$ cat config.mk
export PLATFORM = sky130hd
export DESIGN_NAME = err_monitor
export DESIGN_NICKNAME = d
export VERILOG_FILES = /design/src/rtl/err_pkg.sv /design/src/rtl/err_monitor_debounce.sv /design/src/rtl/err_monitor.sv
export SDC_FILE = /design/constraint.sdc
export NUM_CORES = 1
export LEC_CHECK = 0
export BUFFER_PORTS_ARGS = -buffer_cell sky130_fd_sc_hd__buf_2
export CAP_MARGIN = 40
export CORE_UTILIZATION = 50
export DETAILED_ROUTE_END_ITERATION = 8
export HOLD_SLACK_MARGIN = 0.02
export PLACE_DENSITY = 0.77
export SYNTH_ARGS = -nofsm -noshare
export SYNTH_HDL_FRONTEND = slang
export SYNTH_SLANG_ARGS = --single-unit
$ cat constraint.sdc
create_clock -name hz100 -period 3.5 [get_ports hz100]
set_input_delay 0.175 -clock hz100 [delete_from_list [all_inputs] [get_ports hz100]]
set_output_delay 0.175 -clock hz100 [all_outputs]
set_load 0.01 [all_outputs]
$ cat src/rtl/err_pkg.sv
// Shared types, seven-segment glyphs and small bit-vector helpers for the error monitor.
package err_pkg;

  typedef enum logic [1:0] {
    RUN   = 2'd0,
    FAULT = 2'd1,
    ACKED = 2'd2
  } err_state_t;

  // Segment bit order: bit7 = dp, bits 6:0 = g..a
  localparam logic [7:0] SEG_E     = 8'h79;
  localparam logic [7:0] SEG_R     = 8'h50;
  localparam logic [7:0] SEG_U     = 8'h1C;
  localparam logic [7:0] SEG_N     = 8'h54;
  localparam logic [7:0] SEG_BLANK = 8'h00;

  localparam logic [7:0] SEG_HEX [16] = '{
    8'h3F, 8'h06, 8'h5B, 8'h4F, 8'h66, 8'h6D, 8'h7D, 8'h07,
    8'h7F, 8'h6F, 8'h77, 8'h7C, 8'h39, 8'h5E, 8'h79, 8'h71
  };

  function automatic logic [4:0] popcount(input logic [15:0] v);
    logic [4:0] n;
    n = 5'd0;
    for (int i = 0; i < 16; i++) n = n + 5'(v[i]);
    return n;
  endfunction

  function automatic logic [3:0] lowest_index(input logic [15:0] v);
    logic [3:0] idx;
    idx = 4'd0;
    for (int i = 15; i >= 0; i--) if (v[i]) idx = 4'(i);
    return idx;
  endfunction

  // High-priority channels win; otherwise the lowest active low-priority one.
  function automatic logic [3:0] culprit(input logic [15:0] v, input logic [15:0] mask);
    if (|(v & mask)) return lowest_index(v & mask);
    return lowest_index(v & ~mask);
  endfunction

  // ss7..ss3 packed MSB first.
  function automatic logic [39:0] seg_row(input err_state_t s, input logic [3:0] ch);
    if (s == RUN) return {SEG_R, SEG_U, SEG_N, SEG_BLANK, SEG_BLANK};
    return {SEG_E, SEG_R, SEG_R, SEG_BLANK, SEG_HEX[ch]};
  endfunction

endpackage

$ cat src/rtl/err_monitor_debounce.sv
// Single-channel debounce filter: the filtered value follows raw only after
// raw has differed from it for DEBOUNCE consecutive samples.
module err_debounce #(
  parameter int unsigned DEBOUNCE = 3
) (
  input  logic hz100,
  input  logic reset,
  input  logic raw,
  output logic filt
);

  localparam int unsigned CW = (DEBOUNCE > 1) ? $clog2(DEBOUNCE) : 1;

  logic [CW-1:0] cnt;

  always_ff @(posedge hz100) begin
    if (reset) begin
      cnt  <= '0;
      filt <= 1'b0;
    end else if (raw == filt) begin
      cnt <= '0;
    end else if (cnt == CW'(DEBOUNCE - 1)) begin
      filt <= raw;
      cnt  <= '0;
    end else begin
      cnt <= cnt + CW'(1);
    end
  end

endmodule

$ cat src/rtl/err_monitor.sv
// Error monitor top: debounced inputs, priority fault detection, latched
// fault FSM with acknowledge, first-culprit capture, event counter and display.
module err_monitor
  import err_pkg::*;
#(
  parameter int unsigned          NUM_ERR    = 4,
  parameter logic [NUM_ERR-1:0]   HIGH_MASK  = NUM_ERR'(4'b1000),
  parameter int unsigned          LOW_THRESH = 2,
  parameter int unsigned          DEBOUNCE   = 3
) (
  input  logic               hz100,
  input  logic               reset,
  input  logic [NUM_ERR-1:0] err_in,
  input  logic               ack,
  output logic               status,
  output logic               red,
  output logic               green,
  output logic [3:0]         first_ch,
  output logic [7:0]         fault_count,
  output logic [7:0]         ss7,
  output logic [7:0]         ss6,
  output logic [7:0]         ss5,
  output logic [7:0]         ss4,
  output logic [7:0]         ss3
);

  logic [NUM_ERR-1:0] filt;
  logic [NUM_ERR-1:0] snap;
  logic [NUM_ERR-1:0] snap_nxt;
  logic [NUM_ERR-1:0] fresh_c;
  logic               fault_now_c;
  err_state_t         state;
  err_state_t         state_nxt;
  logic [3:0]         first_nxt;
  logic [7:0]         count_nxt;

  for (genvar i = 0; i < NUM_ERR; i++) begin : g_deb
    err_debounce #(.DEBOUNCE(DEBOUNCE)) u_deb (
      .hz100 (hz100),
      .reset (reset),
      .raw   (err_in[i]),
      .filt  (filt[i])
    );
  end

  assign fault_now_c = (|(filt & HIGH_MASK)) ||
                       (popcount(16'(filt & ~HIGH_MASK)) >= 5'(LOW_THRESH));
  // Channels active now that were not active when the fault was acknowledged.
  assign fresh_c = filt & ~snap;

  always_comb begin
    state_nxt = state;
    first_nxt = first_ch;
    count_nxt = fault_count;
    snap_nxt  = snap;
    case (state)
      RUN: begin
        if (fault_now_c) begin
          state_nxt = FAULT;
          first_nxt = culprit(16'(filt), 16'(HIGH_MASK));
          if (fault_count != 8'hFF) count_nxt = fault_count + 8'd1;
        end
      end
      FAULT: begin
        if (ack) begin
          state_nxt = ACKED;
          snap_nxt  = filt;
        end
      end
      ACKED: begin
        if (!fault_now_c) begin
          state_nxt = RUN;
        end else if (|fresh_c) begin
          state_nxt = FAULT;
          first_nxt = culprit(16'(fresh_c), 16'(HIGH_MASK));
          if (fault_count != 8'hFF) count_nxt = fault_count + 8'd1;
        end
      end
      default: state_nxt = RUN;
    endcase
  end

  // All state and outputs registered together so the display tracks status exactly.
  always_ff @(posedge hz100) begin
    if (reset) begin
      state                   <= RUN;
      snap                    <= '0;
      first_ch                <= 4'd0;
      fault_count             <= 8'd0;
      status                  <= 1'b0;
      red                     <= 1'b0;
      green                   <= 1'b1;
      {ss7, ss6, ss5, ss4, ss3} <= {SEG_R, SEG_U, SEG_N, SEG_BLANK, SEG_BLANK};
    end else begin
      state                   <= state_nxt;
      snap                    <= snap_nxt;
      first_ch                <= first_nxt;
      fault_count             <= count_nxt;
      status                  <= (state_nxt != RUN);
      red                     <= (state_nxt != RUN);
      green                   <= (state_nxt == RUN);
      {ss7, ss6, ss5, ss4, ss3} <= seg_row(state_nxt, first_nxt);
    end
  end

endmodule

==> impl_metrics.yaml <==
setup_path:
  r2r-start: "g_deb[0].u_deb.filt$_SDFFE_PP0P_"
  slowest_delay_ns: 0.47
  critPathKind: "reg -> reg"
  cp-endpoint: "ss3[3]$_SDFF_PP0_"
  required_ns: 3.72
  r2r_end: "ss3[3]$_SDFF_PP0_"
  worstPathCellList: "ha_1, a211o_1, nand2b_2, a31oi_2, o21ai_1, inv_1, ha_1, a211oi_1, a211oi_1, a211oi_2"
  worst_ep_arrival_time_ns: 3.06
  crit_start: "g_deb[0].u_deb.filt$_SDFFE_PP0P_"
  worst_setup_path_start_kind: "flip-flop"
  critical-path-slowest-cell: "dfxtp_1"
  reg2reg_slack_ns: 0.66
  reg2reg_depth: 10
  path_max_fanout: 8
  endpoint_kind: "flip-flop"
cells_and_area:
  mostFrequentLayoutCell: "dfxtp_1"
  final_cell_mix: "dfxtp_1, buf_2, conb_1, nor2_1, ha_1"
  nets: 284
  nFillCells: 401
  drive_above_1_share_pct: 24.2
  stdcell_count: 317
  antenna-diode-count: 0
  area_growth_pct: 4.45
placed_design:
  port_buffers: 35
  gp_congestion: 0.915
  dp.cells: 309
  hpwl_um: 2840
floorplan:
  start_util_pct: 51.7
  ios: 62
  die_area_um2: 4770
  core-area_um2: 4350
  die_w_um: 69.1
  num_rows: 24
  die_h_um: 69.1
synthesis:
  async_flop_share_pct: 0
  synthFlopType: "dfxtp_1"
  synth_edf_count: 0
  yosys_warnings: 0
  ys_types: 57
  syn_inst: 241
  synth_area_um2: 2250
  syn_avg_cell_area_um2: 9.34
  ys_seq_area_share_pct: 34.7
  ys_ff_latch: 39
timing:
  rsz0062_at_grt: "false"
  min_period_ns: 2.84
  max_freq_mhz: 352
  setup_violations: 0
  slew_violations: 0
  hold_viol_final: 0
  fin_tns_setup_ns: 0
  fin_skew_ns: 0.0136
  slew_headroom_pct: 52.7
  worst_slew_pin_slew_ns: 0.707
  period_share_pct: 81.3
clock_tree:
  clock_sinks: 39
  cts.hold.buffers_added: 0
  cts_tree: "done"
  root_buffer: "clkbuf_8"
  post-cts-setup-buffer-count: 0
  numCtsBuffers: 5
  ctsResizeCount: 0
  clockBufferDepth: 2
  insertion_delay_ns: 0.29
  clk_pin_slew_ns: 0.08
  htreeDepth: 2
route:
  drt-pass1-iter-count: 4
  totalWireLength_um: 3870
  drc: 0
  drtAntennaViolNets: 0
  drt-initial-drc-count: 56
  vias: 1647
  wl_per_cell_um: 12.2
  vias_per_cell: 5.20
global_routing:
  grt_remaining_overflow: 0
  grt_pass1_wl_um: 6780
  grt_max_degree: 28
  antenna_found_initial: 0
  grt_pass1_vias: 1524
  track_usage_pct: 17.4
pwr:
  p_leak_nw: 1.06
  irDropWorstVdd_v: 0.000205
  power_density_nw_per_um2: 356
outcome:
  outcome: "finished clean"
worst_hold_path:
  hp-start: "err_in[1]"
  hold_path_class: "in -> reg"
job:
  drv_cap: 0
cell families after synthesis:
group                    after synthesis  share of synthesized area (%)
other                                  2                          0.334
XOR/XNOR                               6                           2.33
AO/OA/AOI/OAI                         46                           17.1
flip-flops                            39                           34.7
AND/OR/NAND/NOR                       70                           17.0
adder cells (fa/ha/maj)               13                           7.23
buffers and inverters                 53                           15.5
multiplexers                          12                           5.84
per-layer routing:
layer  wire length (µm)  GRT usage, %  part of all wire, %
met5                  0             0                    0
met2               1790          27.8                   46
met1               1800          21.3                   47
met4                 75          7.26                  1.9
met3                199          5.85                  5.1
area by class of cell:
| class | count | area (µm²) | share of cell area, % |
|---|---|---|---|
| Clock buffer | 7 | 76.3 | 3.25 |
| Clock inverter | 1 | 5.00 | 0.213 |
| Sequential cell | 39 | 781 | 33.2 |
| Tap cell | 52 | 65.1 | 2.77 |
| Multi-Input combinational cell | 173 | 1210 | 51.5 |
| Timing Repair Buffer | 35 | 175 | 7.45 |
| Inverter | 10 | 37.5 | 1.60 |
power by group:
part	switching (W)	leakage, nW	total, W	internal, W
combinational	0.0000548	0.706	0.0000871	0.0000322
sequential	0.00000811	0.316	0.000463	0.000455
clock	0.000148	0.0422	0.000288	0.000140
total	0.000211	1.06	0.000838	0.000627
flip-flops by register name (all words and copies together), names as in the netlist:
signal	count
fault_count	8
g_deb.u_deb.cnt	8
ss3	7
first_ch	4
g_deb.u_deb.filt	4
snap	4
state	2
ss6	1
ss7	1
per-stage QoR:
step	power, W	area [µm²]	util [%]	setup WS (ns)	hold slack, ns
5_1_grt	0.000882	2350	54.0	0.433	0.178
2_1_floorplan	0.000564	2340	-	0.959	0.322
6_report	0.000838	2350	54.0	0.655	0.156
3_3_place_gp	0.000557	2270	52.1	0.798	0.399
3_5_place_dp	0.000560	2270	52.1	0.690	0.405
4_1_cts	0.000849	2350	54.0	0.680	0.147
Yosys cell counts, drive strengths merged (5+ instances only):
library cell / n / area [µm²]
a211oi: 5 / 55.1
a21oi: 10 / 65.1
buf: 38 / 293
clkbuf: 5 / 18.8
dfxtp: 39 / 781
ha: 13 / 163
inv: 10 / 37.5
mux2i: 9 / 90.1
nand2: 8 / 32.5
nand2b: 6 / 45.1
nand3: 9 / 50.1
nor2: 26 / 100
o21ai: 9 / 45.0
or3: 8 / 50.1
worst min-delay path by stage:
stage                                             to  slack (ns)  cells after the start
CTS                 g_deb[1].u_deb.filt$_SDFFE_PP0P_        0.15                      3
detailed placement  g_deb[0].u_deb.cnt[0]$_SDFF_PP0_        0.40                      1
global route        g_deb[3].u_deb.filt$_SDFFE_PP0P_        0.18                      3
global placement    g_deb[1].u_deb.cnt[0]$_SDFF_PP0_        0.40                      1
floorplan           g_deb[0].u_deb.filt$_SDFFE_PP0P_        0.32                      2
finish              g_deb[1].u_deb.filt$_SDFFE_PP0P_        0.16                      3
critical path, delay by kind of cell, from the launching register on:
family	cells	cell delay, ns
AO/OA/AOI/OAI	6	1.39
AND/OR/NAND/NOR	1	0.13
buffers and inverters	1	0.17
adder cells (fa/ha/maj)	2	0.61
flip-flops	1	0.47
Power figures use the tool's default switching activity.
